$ cat config.mk
export PLATFORM = sky130hd
export DESIGN_NAME = fetch_stage
export DESIGN_NICKNAME = d
export VERILOG_FILES = /design/src/rtl/mips_pkg.sv /design/src/rtl/fetch_hold_buf.sv /design/src/rtl/fetch_stage.sv
export SDC_FILE = /design/constraint.sdc
export NUM_CORES = 1
export LEC_CHECK = 0
export CORE_MARGIN = 5
export CORE_UTILIZATION = 46
export DETAILED_ROUTE_END_ITERATION = 8
export PLACE_DENSITY = 0.74
export SYNTH_ARGS = -nofsm -noshare
export SYNTH_HDL_FRONTEND = slang
export SYNTH_SLANG_ARGS = --single-unit
$ cat constraint.sdc
create_clock -name FS_CLK -period 2.1 [get_ports FS_CLK]
set_input_delay 0.21 -clock FS_CLK [delete_from_list [all_inputs] [get_ports FS_CLK]]
set_output_delay 0.21 -clock FS_CLK [all_outputs]
set_load 0.01 [all_outputs]
$ cat src/rtl/mips_pkg.sv
// Shared definitions for the MIPS core pipeline: fetch FSM encodings and
// the PC increment.
package mips_pkg;

    typedef enum logic [1:0] {
        FETCH = 2'd0,
        HOLD  = 2'd1,
        DROP  = 2'd2
    } fetch_state_t;

    localparam int PC_INC = 4;

endpackage

$ cat src/rtl/fetch_hold_buf.sv
// One-entry hold buffer for a fetched {instruction, pc+4} pair that could not
// enter IF/ID because ID was stalled.
module fetch_hold_buf
    import mips_pkg::*;
#(
    parameter int WIDTH = 32
) (
    input  logic             clk,
    input  logic             rst,
    input  logic             load,
    input  logic             clear,
    input  logic [WIDTH-1:0] load_instr,
    input  logic [WIDTH-1:0] load_pc4,
    output logic [WIDTH-1:0] instr,
    output logic [WIDTH-1:0] pc_plus4,
    output logic             valid
);

    always_ff @(posedge clk) begin
        if (rst || clear) begin
            instr    <= '0;
            pc_plus4 <= '0;
            valid    <= 1'b0;
        end else if (load) begin
            instr    <= load_instr;
            pc_plus4 <= load_pc4;
            valid    <= 1'b1;
        end
    end

endmodule

$ cat src/rtl/fetch_stage.sv
// Instruction-fetch stage: req/ack fetch from instruction memory into IF/ID.
// Optional FETCH_PERF_CNT_EN adds the FS_WAIT_CNT memory-wait cycle counter.
module fetch_stage
    import mips_pkg::*;
#(
    parameter int WIDTH = 32
) (
    input  logic             FS_CLK,
    input  logic             FS_RST,
    input  logic [WIDTH-1:0] FS_PC,
    output logic             FS_PC_EN,
    output logic             FS_IMEM_REQ,
    output logic [WIDTH-1:0] FS_IMEM_ADDR,
    input  logic             FS_IMEM_ACK,
    input  logic [WIDTH-1:0] FS_IMEM_RDATA,
    input  logic             FS_STALL,
    input  logic             FS_FLUSH,
    output logic [WIDTH-1:0] FS_INSTR,
    output logic [WIDTH-1:0] FS_PC_PLUS4,
    output logic             FS_VALID
`ifdef FETCH_PERF_CNT_EN
    ,
    output logic [31:0]      FS_WAIT_CNT
`endif
);

    fetch_state_t     state;
    logic [WIDTH-1:0] addr_q;
    logic [WIDTH-1:0] pc4;
    logic             hb_load, hb_clear, hb_valid;
    logic [WIDTH-1:0] hb_instr, hb_pc4;

    assign pc4 = FS_PC + WIDTH'(PC_INC);

    // In DROP the PC may already hold the redirect target, so the stale address
    // must come from addr_q to keep ADDR stable until the response arrives.
    assign FS_IMEM_REQ  = !FS_RST && (state == FETCH || state == DROP);
    assign FS_IMEM_ADDR = FS_RST ? '0 : (state == DROP ? addr_q : FS_PC);
    assign FS_PC_EN     = !FS_RST && (FS_FLUSH || (state == FETCH && FS_IMEM_ACK));

    assign hb_load  = state == FETCH && FS_IMEM_ACK && !FS_FLUSH && FS_STALL;
    assign hb_clear = state == HOLD && (FS_FLUSH || !FS_STALL);

    fetch_hold_buf #(.WIDTH(WIDTH)) u_hold_buf (
        .clk        (FS_CLK),
        .rst        (FS_RST),
        .load       (hb_load),
        .clear      (hb_clear),
        .load_instr (FS_IMEM_RDATA),
        .load_pc4   (pc4),
        .instr      (hb_instr),
        .pc_plus4   (hb_pc4),
        .valid      (hb_valid)
    );

    always_ff @(posedge FS_CLK) begin
        if (FS_RST) begin
            state       <= FETCH;
            addr_q      <= '0;
            FS_INSTR    <= '0;
            FS_PC_PLUS4 <= '0;
            FS_VALID    <= 1'b0;
        end else begin
            case (state)
                FETCH: begin
                    addr_q <= FS_PC;
                    if (FS_FLUSH) begin
                        FS_VALID <= 1'b0;
                        if (!FS_IMEM_ACK) state <= DROP;
                    end else if (FS_IMEM_ACK) begin
                        if (FS_STALL) begin
                            state <= HOLD;
                        end else begin
                            FS_INSTR    <= FS_IMEM_RDATA;
                            FS_PC_PLUS4 <= pc4;
                            FS_VALID    <= 1'b1;
                        end
                    end else if (!FS_STALL) begin
                        FS_VALID <= 1'b0;
                    end
                end
                HOLD: begin
                    if (FS_FLUSH) begin
                        FS_VALID <= 1'b0;
                        state    <= FETCH;
                    end else if (!FS_STALL) begin
                        FS_INSTR    <= hb_instr;
                        FS_PC_PLUS4 <= hb_pc4;
                        FS_VALID    <= hb_valid;
                        state       <= FETCH;
                    end
                end
                DROP: begin
                    if (FS_FLUSH || !FS_STALL) FS_VALID <= 1'b0;
                    if (FS_IMEM_ACK) state <= FETCH;
                end
                default: state <= FETCH;
            endcase
        end
    end

`ifdef FETCH_PERF_CNT_EN
    always_ff @(posedge FS_CLK) begin
        if (FS_RST)
            FS_WAIT_CNT <= '0;
        else if (FS_IMEM_REQ && !FS_IMEM_ACK && FS_WAIT_CNT != 32'hFFFF_FFFF)
            FS_WAIT_CNT <= FS_WAIT_CNT + 32'd1;
    end
`endif

endmodule

* Word-level counts from Yosys, hierarchy flattened
Index checks and enable logic that the tools add are counted.
W data, S select, Z words.
** Storage, ports and cells
- Bits of input ports :: 69
- Register bits after elaboration :: 164
- Logic and storage cells :: 72
** Cells by class
- Reduce and logical (&&, ||, !) cells :: 19
- Add/sub/neg operators :: 1
- Eq/ne operators :: 14
- Mux-type cells :: 30
** Operators with widths (count)
- $mux W32 :: 12
- $pmux W32 S2 :: 2
- $add A32 B3 Y32 const B :: 1
- $ne A3 B3 Y1 const B :: 5
- $mux W2 :: 7
- $ne A2 B2 Y1 const B :: 6
- $mux W1 :: 7
- $logic_and A1 B1 Y1 :: 6
- $pmux W2 S3 :: 1
- $reduce_and A6 Y1 :: 1
- $reduce_and A5 Y1 :: 1
- $logic_or A1 B1 Y1 :: 4
- $reduce_and A4 Y1 :: 1
- $logic_not A1 Y1 :: 3
- $pmux W1 S3 :: 1
- $reduce_bool A3 Y1 :: 1
- $eq A2 B1 Y1 const B :: 1
- $eq A2 B2 Y1 const B :: 1
- $logic_not A2 Y1 :: 1
- $ne A2 B1 Y1 const B :: 1
- $reduce_bool A2 Y1 :: 1

* Depth between registers and ports, before layout
Gate-level depths: netlist of run 1.
- Depth after elaboration :: 5
- Depth in mapped cells :: 10

* Cells and area by module
Synthesis of run 1 repeated with hierarchy kept, for this count alone.
** Unflattened totals
- Cell total of the unflattened synthesis :: 850
- Area, all modules :: 7860.0 um^2
** Modules (own cells, without submodules)
- fetch_stage :: area an instance 5520.3 um^2, instances 1, cells each 640
- fetch_hold_buf :: area an instance 2339.7 um^2, instances 1, cells each 210

* Worst setup path after synthesis of run 1
OpenSTA, ideal clock, no wires.
- Path kind :: register to register
- From :: reg state[0]
- To :: reg FS_PC_PLUS4[26]
- Arrival :: 1807 ps
- Setup time :: 137 ps
- Data required time :: 1963 ps
- Cell stages (with the launch flop) :: 10
- Clock period less this slack :: 1945 ps
- Path slack :: 155 ps
- Cell sequence :: dfxtp_1 -> inv_1 -> ha_1 -> buf_2 -> mux2i_1 -> or3_1 -> buf_2 -> or3_1 -> o21ai_0 -> a211oi_2
** Between the ends
- Cells in the longest elaborated chain, start to end :: 3
- Elaborated cells between the ends (all ways) :: 10
- Classes of those cells :: eq/ne: 6; mux: 1; reduce/logical: 3
** RTL lines
- from (decl) :: line fetch_stage.sv:27 : fetch_state_t state;
- from (signal assigned) :: line fetch_stage.sv:58 : state <= FETCH;
- from (signal assigned) :: line fetch_stage.sv:69 : if (!FS_IMEM_ACK) state <= DROP;
- from (signal assigned) :: line fetch_stage.sv:72 : state <= HOLD;
- $eq A2 B1 Y1 / $logic_not A2 Y1 (equally long branches) :: line fetch_stage.sv:64 : case (state)
- $ne A2 B2 Y1 (no line) / $reduce_bool A2 Y1 (equally long branches)
- $reduce_and A6 Y1 (no line)
- to (signal assigned) :: line fetch_stage.sv:75 : FS_PC_PLUS4 <= pc4;
- to (signal assigned) :: line fetch_stage.sv:88 : FS_PC_PLUS4 <= hb_pc4;
- to (decl) :: line fetch_stage.sv:19 : output logic [WIDTH-1:0] FS_PC_PLUS4,
Parallel ways exist; a longest one is shown, timed or not.
A chain may end at the register's enable or synchronous reset.

* Worst setup path in the final report of run 1
- From :: reg state[1]
- To :: out FS_IMEM_ADDR[5]
** Between the ends
- Cells in the longest elaborated chain, start to end :: 3
** RTL lines
- $eq A2 B2 Y1 :: line fetch_stage.sv:38 : assign FS_IMEM_ADDR = FS_RST ? '0 : (state == DROP ? addr_q : FS_PC);
- $mux W32 (2 in series) :: line fetch_stage.sv:38
- to (decl) :: line fetch_stage.sv:13 : output logic [WIDTH-1:0] FS_IMEM_ADDR,
Every way passes these cells.

==> impl_metrics.env, run 1 <==
export IMPL_outcome="finished, final reports clean"
export IMPL_ys_warnings_count=0
export IMPL_core_area_um2=16000
export IMPL_async_flop_share_pct=0
export IMPL_ctsHoldBuffers=0
export IMPL_syn_inst=880
export IMPL_pin_count=168
export IMPL_synth_top_family_by_area="simple AND/OR/NAND/NOR gates"
export IMPL_synthXorXnorAreaFrac_pct=3.019
export IMPL_hold_depth=2
export IMPL_fin_skew_ns=0.006960
export IMPL_initial_core_util_pct=47.15
export IMPL_maxCapViolCount=0
export IMPL_reg2reg_to="FS_PC_PLUS4[23]"
export IMPL_insertion_delay_ns=0.42
export IMPL_crit_start="state[1]"
export IMPL_setup_tns_ns=0
export IMPL_setup_violations_final=0
export IMPL_synth_common_cells="dfxtp_1 (164), nor2_1 (132), mux2i_1 (103)"
export IMPL_whs_ns=0.1369
export IMPL_ys_seq_area_share_pct=43.52
export IMPL_ant_nets=0
export IMPL_p_int_mw=6.131
export IMPL_worstPathMaxFanout=13
export IMPL_wl_per_cell_um=16.40
export IMPL_synth_simple_area_share_pct=19.29
export IMPL_place_area_um2=9818
export IMPL_whs_endpoint="addr_q[8]"
export IMPL_drv_slew=0
export IMPL_grt_max_degree=56
export IMPL_ir_drop_mv=0.6785
export IMPL_grt_pass1_vias=6760
export IMPL_insertedDiodeCount=0
export IMPL_synthDistinctLibCells=47
export IMPL_rows=46
export IMPL_swShare_pct=29.57
export IMPL_drtIter0Drc=485
export IMPL_globalplace_congestion=0.8435
export IMPL_fmax_mhz=497.4
export IMPL_period_share_pct=95.74
export IMPL_grt_usage_pct=21.88
export IMPL_tightest_slew_ns=0.4952
export IMPL_yosys_area_top_type="dfxtp_1"
export IMPL_synthAdderAreaFrac_pct=0.8293
export IMPL_cts_sinks=164
export IMPL_synthesis_area_um2=7543
export IMPL_seqPwrFrac_pct=40.3
export IMPL_stdcell_area_um2=10450
export IMPL_vias=6945
export IMPL_fin_total_pwr_mw=8.705
export IMPL_layout_nets=1135
export IMPL_hold_violations=0
export IMPL_p_sw_mw=2.574
export IMPL_syn_nets=954
export IMPL_fin_crit_ns=2.011
export IMPL_clk_path_buf_depth=2
export IMPL_combPwrFrac_pct=24.7
export IMPL_first_pass_iters=5
export IMPL_crit_path_end_kind="output port"
export IMPL_via_per_inst=5.384
export IMPL_hold_class="in -> reg"
export IMPL_area_delta_synth_final_pct=38.51
export IMPL_syn_area_per_cell_um2=8.572
export IMPL_clkPwrFrac_pct=35.0
export IMPL_crit_type="reg -> out"
export IMPL_clk_pin_slew_ns=0.07
export IMPL_p_leak_nw=3.959
export IMPL_arrival_ns=1.80
export IMPL_synth_ff_type="dfxtp_1"
export IMPL_synth_top_area_share_pct=43.52
export IMPL_p_per_area_nw_per_um2=833.1
export IMPL_grt_overflow_total=0
export IMPL_synth_compound_area_share_pct=14.89
export IMPL_r2r_setup_slack_ns=0.18
export IMPL_yosysMostFrequentCell="dfxtp_1"
export IMPL_die_w_um=138.1
export IMPL_cts_tree="built"
export IMPL_start_kind="register"
export IMPL_r2r_cells=8
export IMPL_r2r_start="state[0]"
export IMPL_hpwlAfterDp_mm=14.48
export IMPL_crit_required_ns=1.89
export IMPL_synth_area_mux_share_pct=13.67
export IMPL_dieArea_um2=19060
export IMPL_hp_start="FS_RST"
export IMPL_synth_edff_count=0
export IMPL_finalWirelength_mm=21.16
export IMPL_cts_buffers_inserted=17
export IMPL_grt_pass1_wl_mm=34.91
export IMPL_grt_setup_unrepaired="no"
export IMPL_ys_top_cells_by_area="dfxtp_1 (44%), mux2i_1 (14%), nor2_1 (6.6%), nand2_1 (5.0%), a211oi_1 (4.8%)"
export IMPL_io_buffers=167
export IMPL_slew_headroom_pct=66.99
export IMPL_cts_htree_levels=4
export IMPL_drc_errors=0
export IMPL_ys_ff_latch=164
export IMPL_die_h_um=138.1
export IMPL_post_route_cells_drive_above_1_share_pct=12.66
export IMPL_antenna_found_initial=0
export IMPL_cts_root_buf="clkbuf_16"
[per-stage QoR]
| stage | setup slack, ns | cells | util, % |
|---|---|---|---|
| after floorplan | 0.1553 | 880 | - |
| after global placement | -0.02982 | 1256 | 61.36 |
| after detailed placement | -0.1000 | 1256 | 61.36 |
| after CTS | -0.1624 | 1291 | 65.37 |
| after global routing | 0.02559 | 1290 | 65.30 |
| final | 0.08936 | 1290 | 65.30 |
[worst max-delay path, cell delays in order (launching register included)]
cell and delay [ns]:
dfxtp_2 0.33, buf_4 0.13, ha_4 0.17, buf_12 0.17
mux2i_1 0.23, nor2_1 0.06, dlygate4sd2_1 0.28
[repair_timing]
| item | in CTS | in global routing |
|---|---|---|
| setup buffers | 1 | 0 |
| cloned | 2 | 0 |
| resized for setup | 39 | 16 |
| setup endpoints to repair | 34 | 24 |
[how the worst max path moves through the flow]
stage / cells past startpoint / endpoint / slack, ns
after floorplan: 9 / FS_PC_PLUS4[26] / 0.16
after global placement: 7 / u_hold_buf.pc_plus4[22] / -0.03
after detailed placement: 7 / FS_PC_PLUS4[30] / -0.10
after CTS: 6 / FS_IMEM_REQ / -0.16
after global routing: 6 / FS_IMEM_ADDR[5] / 0.03
final: 6 / FS_IMEM_ADDR[5] / 0.09
[per-layer routing]
metal  global-route usage [%]  wire length, um  up-vias  share of wire, %
li1                         -                -     3451                 -
met1                    28.86             9411     3263                44
met2                    35.69            10200      203                48
met3                    4.897             1116       28               5.3
met4                    7.176              430        0               2.0
met5                        0                0        -                 0
[cell families after synthesis]
| group | after synthesis |
|---|---|
| multiplexers | 103 |
| AND/OR/NAND/NOR | 317 |
| buffers and inverters | 84 |
| XOR/XNOR | 26 |
| flip-flops | 164 |
| adder cells (fa/ha/maj) | 5 |
| AO/OA/AOI/OAI | 181 |
[power groups by stage]
| stage | clock [mW] | combinational (mW) | sequential [mW] |
|---|---|---|---|
| after global routing | 3.24 | 2.33 | 3.53 |
| after CTS | 3.10 | 2.18 | 3.51 |
| final | 3.05 | 2.15 | 3.51 |
| after global placement | 0 | 2.06 | 3.57 |
| after floorplan | 0 | 1.14 | 3.59 |
| after detailed placement | 0 | 2.08 | 3.57 |
[area by class of cell]
type / instances / area [um2]
timing repair buffer: 240 / 2322
tap: 216 / 270.3
multi-input combinational: 632 / 3968
clock inverter: 14 / 142.6
sequential: 164 / 3284
inverter: 6 / 22.52
fill: 1387 / 5552
clock buffer: 18 / 439.2
[cells in the final DEF (no fill, tap or decap), types with 3 or more instances in the layout]
master	count
dfxtp_1	163
clkdlybuf4s50_1	132
nor2_1	131
mux2i_1	103
nand2_1	101
buf_4	63
a21oi_1	61
a211oi_1	48
o21ai_0	41
dlygate4sd2_1	25
nand3_1	18
clkbuf_16	17
xnor2_1	16
nor3_1	13
nand4_1	10
xor2_1	10
or3_1	9
a31oi_1	9
buf_12	9
a211oi_2	5
nor4_2	5
inv_6	5
clkdlybuf4s15_1	5
inv_1	4
nor4_1	4
clkinv_4	4
and4_1	3
and2_1	3
o21ai_1	3
nand2b_1	3
a32o_1	3
ha_4	3
clkinvlp_4	3
[registers in the layout, summed over array words and instances, names as in the netlist]
signal and flops:
u_hold_buf.pc_plus4 32, addr_q 32, u_hold_buf.instr 32, FS_PC_PLUS4 32, FS_VALID 1, FS_INSTR 32, u_hold_buf.valid 1, state 2
Power figures use the tool's default switching activity.
==> run 2, diff against run 1 <==
--- a/config.mk
+++ b/config.mk
@@ -5,10 +5,12 @@
 export SDC_FILE = /design/constraint.sdc
 export NUM_CORES = 1
 export LEC_CHECK = 0
+export CORE_ASPECT_RATIO = 0.8
 export CORE_MARGIN = 5
 export CORE_UTILIZATION = 46
 export DETAILED_ROUTE_END_ITERATION = 8
 export PLACE_DENSITY = 0.74
+export REMOVE_ABC_BUFFERS = 1
 export SYNTH_ARGS = -nofsm -noshare
 export SYNTH_HDL_FRONTEND = slang
 export SYNTH_SLANG_ARGS = --single-unit
==> impl_metrics.env, run 2 (synthesized netlist as in run 1, its figures left out) <==
export IMPL_cts_tree="built"
export IMPL_grt_max_degree=46
export IMPL_hold_violations=0
export IMPL_p_per_area_nw_per_um2=844.3
export IMPL_io_buffers=167
export IMPL_vias=6936
export IMPL_r2r_setup_slack_ns=0.06
export IMPL_placed_cells=1257
export IMPL_insertion_delay_ns=0.43
export IMPL_core_area_um2=15950
export IMPL_crit_path_end_kind="output port"
export IMPL_outcome="finished, final reports clean"
export IMPL_worst_slack_ns=0.04224
export IMPL_die_w_um=153.2
export IMPL_crit_type="reg -> out"
export IMPL_antenna_found_initial=0
export IMPL_post_route_cells_drive_above_1_share_pct=16.47
export IMPL_grt_usage_pct=21.69
export IMPL_grt_pass1_wl_mm=34.51
export IMPL_insertedDiodeCount=0
export IMPL_grt_setup_unrepaired="yes"
export IMPL_maxCapViolCount=0
export IMPL_clk_path_buf_depth=2
export IMPL_dp_slack_ns=-0.1942
export IMPL_pin_count=168
export IMPL_fin_skew_ns=0.008879
export IMPL_fin_crit_ns=2.058
export IMPL_globalplace_congestion=0.8179
export IMPL_final_cell_mix="dfxtp_1 (163), clkdlybuf4s50_1 (132), nor2_1 (131), nand2_1 (101), mux2i_1 (97)"
export IMPL_drc_errors=0
export IMPL_reg2reg_to="FS_PC_PLUS4[26]"
export IMPL_stdcell_area_um2=10610
export IMPL_setup_tns_ns=0
export IMPL_via_per_inst=5.327
export IMPL_p_leak_nw=4.000
export IMPL_slew_headroom_pct=58.05
export IMPL_fillers=1338
export IMPL_drv_slew=0
export IMPL_cts_sinks=164
export IMPL_hold_class="in -> reg"
export IMPL_first_pass_iters=4
export IMPL_worstPathMaxFanout=6
export IMPL_grt_overflow_total=0
export IMPL_cts_root_buf="clkbuf_16"
export IMPL_ir_drop_mv=0.6875
export IMPL_r2r_cells=8
export IMPL_fmax_mhz=486.0
export IMPL_whs_endpoint="FS_PC_PLUS4[6]"
export IMPL_place_area_um2=9894
export IMPL_whs_ns=0.1777
export IMPL_hpwlAfterDp_mm=14.63
export IMPL_final_common_cell="dfxtp_1"
export IMPL_grt_pass1_vias=6690
export IMPL_layout_nets=1148
export IMPL_ant_nets=0
export IMPL_die_h_um=124.5
export IMPL_dieArea_um2=19080
export IMPL_r2r_start="state[1]"
export IMPL_rows=41
export IMPL_setup_violations_final=0
export IMPL_drtIter0Drc=452
export IMPL_start_kind="register"
export IMPL_hold_depth=2
export IMPL_fin_cells=1302
export IMPL_ctsHoldBuffers=0
export IMPL_tightest_slew_ns=0.6292
export IMPL_crit_required_ns=1.89
export IMPL_initial_core_util_pct=47.28
export IMPL_arrival_ns=1.85
export IMPL_cts_buffers_inserted=17
export IMPL_fin_total_pwr_mw=8.959
export IMPL_period_share_pct=97.99
export IMPL_wl_per_cell_um=16.40
export IMPL_finalWirelength_mm=21.35
export IMPL_area_delta_synth_final_pct=40.67
export IMPL_final_util_pct=66.51
export IMPL_clk_pin_slew_ns=0.07
export IMPL_cts_htree_levels=4
export IMPL_hp_start="FS_RST"
-- run 2: cell count changes in the layout (fill, tap and decap cells not counted), sizes merged, moves of 2 or more --
cell	before	now
clkinv	4	2
dlymetal6s2s	2	0
clkdlybuf4s15	5	3
clkbuf	20	49
buf	73	84
dlygate4sd2	25	2
-- run 2: layer usage --
metal	share of wire (%)	global-route usage, %	routed length [um]
met5	0	0	0
met4	1.3	5.238	285
met3	5.8	5.349	1247
met2	46	34.83	9856
met1	47	29.43	9960
-- run 2: timing repair --
item,in CTS,in global routing
resized for setup,44,69
endpoints found under the setup margin,34,34
cloned,1,3
pin swaps,0,1
setup buffers,0,9
-- run 2: power breakdown --
part,switching [mW],internal [mW]
combinational,1.14,1.15
clock,1.38,1.79
sequential,0.136,3.37
-- run 2: cell type report --
type,count,area [um2],share of cell area [%]
timing repair buffer,253,2456,23.15
multi-input combinational,632,3984,37.54
clock inverter,15,170.2,1.604
clock buffer,17,425.4,4.009
inverter,6,22.52,0.2122
tap,215,269.0,2.535
sequential,164,3284,30.95
-- run 2: how the worst max path moves through the flow --
stage	from	endpoint	slack, ns	cells past startpoint
2_1_floorplan	state[1]	FS_PC_PLUS4[16]	-5.83	7
3_3_place_gp	FS_PC[7]	FS_PC_PLUS4[31]	-0.16	8
3_5_place_dp	FS_PC[7]	FS_PC_PLUS4[31]	-0.19	8
4_1_cts	state[1]	FS_IMEM_ADDR[10]	0.02	6
5_1_grt	state[1]	FS_PC_PLUS4[19]	-0.02	8
6_report	state[1]	FS_IMEM_ADDR[11]	0.04	7
-- run 2: critical path, cell delays in order, from the launching register on --
cell	delay, ns
dfxtp_2	0.34
buf_6	0.12
ha_4	0.28
clkbuf_16	0.20
buf_4	0.12
mux2i_1	0.17
nor2_1	0.06
clkbuf_2	0.13
==> RTL change 1, RTL diff (config.mk and constraints of run 2) <==
`WIDTH` is set to 32 in 2 places; all go to 24.
--- a/src/rtl/fetch_hold_buf.sv
+++ b/src/rtl/fetch_hold_buf.sv
@@ -5,3 +5,3 @@
 #(
-    parameter int WIDTH = 32
+    parameter int WIDTH = 24
 ) (
--- a/src/rtl/fetch_stage.sv
+++ b/src/rtl/fetch_stage.sv
@@ -5,3 +5,3 @@
 #(
-    parameter int WIDTH = 32
+    parameter int WIDTH = 24
 ) (
Interface: changed (5 resized); port bits go from 168 to 128. No check against the original RTL was run, so the function may have changed too.
==> RTL change 1 against run 2 <==
Critical path depth shrank 1; final area shrank 24%; sequential power fell by 25%; synthesized cell count fell by 24%; first-iteration DRC count down 29%; worst setup slack improved by 0.013 ns; area after synthesis fell by 24%; wire length is 25% lower; sequential cell count down 40; clock skew hardly changed; die area is 23% lower; total power shrank 21%; count of clock-buffer cells in the layout increased by 3; critical endpoint is now FS_IMEM_ADDR[6].
==> RTL change 1: results (changes against run 2) <==
first_iter_violations: 322  # -29%
fillerInstances: 1003  # -25%
synth_cell_types: 44  # -6.4%
skew_ns: 0.00933  # +0.000447 ns
synth_compound_area_share_pct: 14.1  # -0.84 points
cts.repair.resized: 33  # -25%
status: "completed"
power.density_nw_per_um2: 881  # +4.4%
ys_top_cells_by_area: "dfxtp_1, mux2i_1, nor2_1"
grt_use_met2_pct: 35.3  # +0.47 points
worstPathMaxFanout: 9  # +3
synth_xor_xnor_area_share_pct: 2.61  # -0.41 points
p_clk_share_pct: 43.1  # +7.8 points
area_growth_pct: 40.9
grt_max_degree: 58  # +26%
wl_met1_um: 7350  # -26%
ff2ff_setup_slack_ns: 0.15  # +0.09 ns
layout.cells.non_filler: 977  # -25%
fin_crit_ns: 2.05  # -0.0125 ns
intPower_mw: 5.21  # -17%
tightest_slew_ns: 0.661  # +0.0314 ns
postPlaceCellArea_um2: 7360  # -26%
wl_met3_um: 1060  # -15%
gp_congestion: 0.818  # about the same
routedWlPerCell_um: 16.3  # -0.56%
routed_via_density: 5.41  # +1.6%
hpwl_um: 10900  # -26%
grt_use_met1_pct: 28.7  # -0.72 points
pg_comb_mw: 1.39  # -39%
==> RTL change 1: cell count changes in the layout (fill, tap and decap cells not counted), sizes merged, moves of 7 or more <==
cell | run 2 | this run
a211oi | 53 | 38
a21oi | 61 | 48
buf | 84 | 51
clkbuf | 49 | 21
clkdlybuf4s50 | 132 | 100
dfxtp | 164 | 124
dlygate4sd2 | 2 | 23
mux2i | 103 | 78
nand2 | 101 | 87
nor2 | 132 | 109
nor4 | 10 | 3
o21ai | 45 | 23
or3 | 10 | 2
xnor2 | 16 | 9
==> RTL change 1: worst paths after layout <==
kind	depth (start not counted)	endpoint
max reg2reg	7	FS_PC_PLUS4[8]
min reg2reg	2	u_hold_buf.instr[20]
min	2	addr_q[13]
max	6	FS_IMEM_ADDR[6]
==> RTL change 1: final cells by class <==
type | instances | share of cell area, %
clock inverter | 12 | 2.12
tap | 152 | 2.37
multi-input combinational | 482 | 37.0
inverter | 9 | 0.421
clock buffer | 20 | 5.57
sequential | 124 | 31.0
timing repair buffer | 178 | 21.5
==> RTL change 2, RTL diff (config.mk and constraints of run 2) <==
Without the edit above. Re-encode `fetch_state_t` (3 states) as one-hot, 3 bits wide.
--- a/src/rtl/mips_pkg.sv
+++ b/src/rtl/mips_pkg.sv
@@ -4,6 +4,6 @@
 
-    typedef enum logic [1:0] {
-        FETCH = 2'd0,
-        HOLD  = 2'd1,
-        DROP  = 2'd2
+    typedef enum logic [2:0] {
+        FETCH = 3'b001,
+        HOLD  = 3'b010,
+        DROP  = 3'b100
     } fetch_state_t;
Behaviour: same outputs for any inputs over 4 cycles, from zero or initial values and one cycle with FS_RST high; so few cycles prove little.
==> RTL change 2 against run 2 <==
Register-to-register slack improved by 0.08 ns; worst setup slack improved by 0.063 ns; sequential share of layout area rose by 0.98 points; total power fell by 4.9%; die area fell by 1.5%; area after synthesis fell by 1.7%; clock power barely moved; sequential cell count rose by 1; count of clock-buffer cells in the layout rose by 7; final area fell by 2.5%; maximum frequency rose by 3.2%; wire length rose by 6.9%; via count rose by 9.9%; sequential power rose by 1%.
==> RTL change 2: results (changes against run 2) <==
fillerInstances: 1416  # +5.8%
syn_inst: 1005  # +14%
ys_top_cells_by_area: "dfxtp_1, nand2_1, a21oi_1"
post-route-period-util_pct: 95.0  # -3.0 points
grt_max_degree: 45  # -2.2%
multiInputGateArea_um2: 3820  # -4.1%
grt_use_met2_pct: 37.7  # +2.9 points
grt_usage_pct: 23.9  # +2.2 points
reg2reg_to: "FS_PC_PLUS4[24]"
wirelength_um: 22800  # +6.9%
clock_area_share_pct: 5.76  # +0.15 points
critPathLaunch: "state[0]"
endpoint: "FS_IMEM_ADDR[21]"
sh_seq_area_pct: 31.9  # +0.98 points
grt_use_met3_pct: 5.77  # +0.42 points
wl_met1_um: 10400  # +4.0%
synth-seq-area-share_pct: 44.5  # +1.0 points
slowest_delay_ns: 0.32  # -0.02 ns
worstPathMaxFanout: 16  # +10
dr_wl_met2_um: 10300  # +4.2%
skew_ns: 0.00668  # -0.00220 ns
synth_common_cells: "nand2_1, dfxtp_1, a21oi_1"
inv_count: 3  # -3
drive_above_1_share_pct: 14.6  # -1.9 points
seqCellArea_um2: 3300  # +0.57%
nNonClkBuffers: 258  # +2.0%
hpwl_um: 15700  # +7.0%
cp.arrival_ns: 1.78  # -0.07 ns
grt_use_met1_pct: 33.1  # +3.7 points
firstDrtPassIters: 5  # +1
routedWlPerCell_um: 16.1  # -2.0%
muxShareOfSynthArea_pct: 0.135  # -14 points
status: "completed"
num-clock-buffers: 24  # +7
synth_xor_xnor_area_share_pct: 3.19  # +0.17 points
cp_slowest_cell: "dfxtp_1"
die_x_um: 152  # -0.78%
grt_pass1_vias: 7055  # +5.5%
gp_congestion: 0.909  # +11%
wl_met3_um: 1850  # +49%
grt_pass1_wl_um: 36600  # +6.0%
dp_slack_ns: -0.237  # -0.0425 ns
layout.comb_gates.multi_input: 747  # +18%
dp.cells: 1382  # +9.9%
reg2reg_depth: 5  # -3
[RTL change 2: changes by cell type after synthesis, moves of 6 or more]
cell      before  now
nor2_1       132   80
buf_2         21   15
clkbuf_1      49   71
nand4_1       10   16
nand2_1      101  299
o21ai_0       41   31
a31oi_1        9    2
or3_1         10    2
a211oi_1      48   11
a311oi_1       0   35
mux2i_1      103    1
and3_1         3   13
a21oi_1       61  146
o22ai_1        0    9
[RTL change 2: power by group]
part | switching (mW) | leakage [nW] | internal (mW)
Sequential | 0.141 | 1.35 | 3.41
Clock | 1.24 | 0.284 | 1.93
Combinational | 0.990 | 2.33 | 0.804
[RTL change 2: critical path: cells and delay by family (launching register included)]
kind	cells	cell delay, ns
flops	1	0.32
compound gates	1	0.17
simple gates	2	0.27
buf+inv	4	0.62
[RTL change 2: what timing repair did]
item / in CTS / in global routing
endpoints found under the setup margin: 34 / 36
pin swaps: 1 / 0
cloned: 1 / 0
gates resized for setup: 74 / 45
setup buffers: 3 / 2
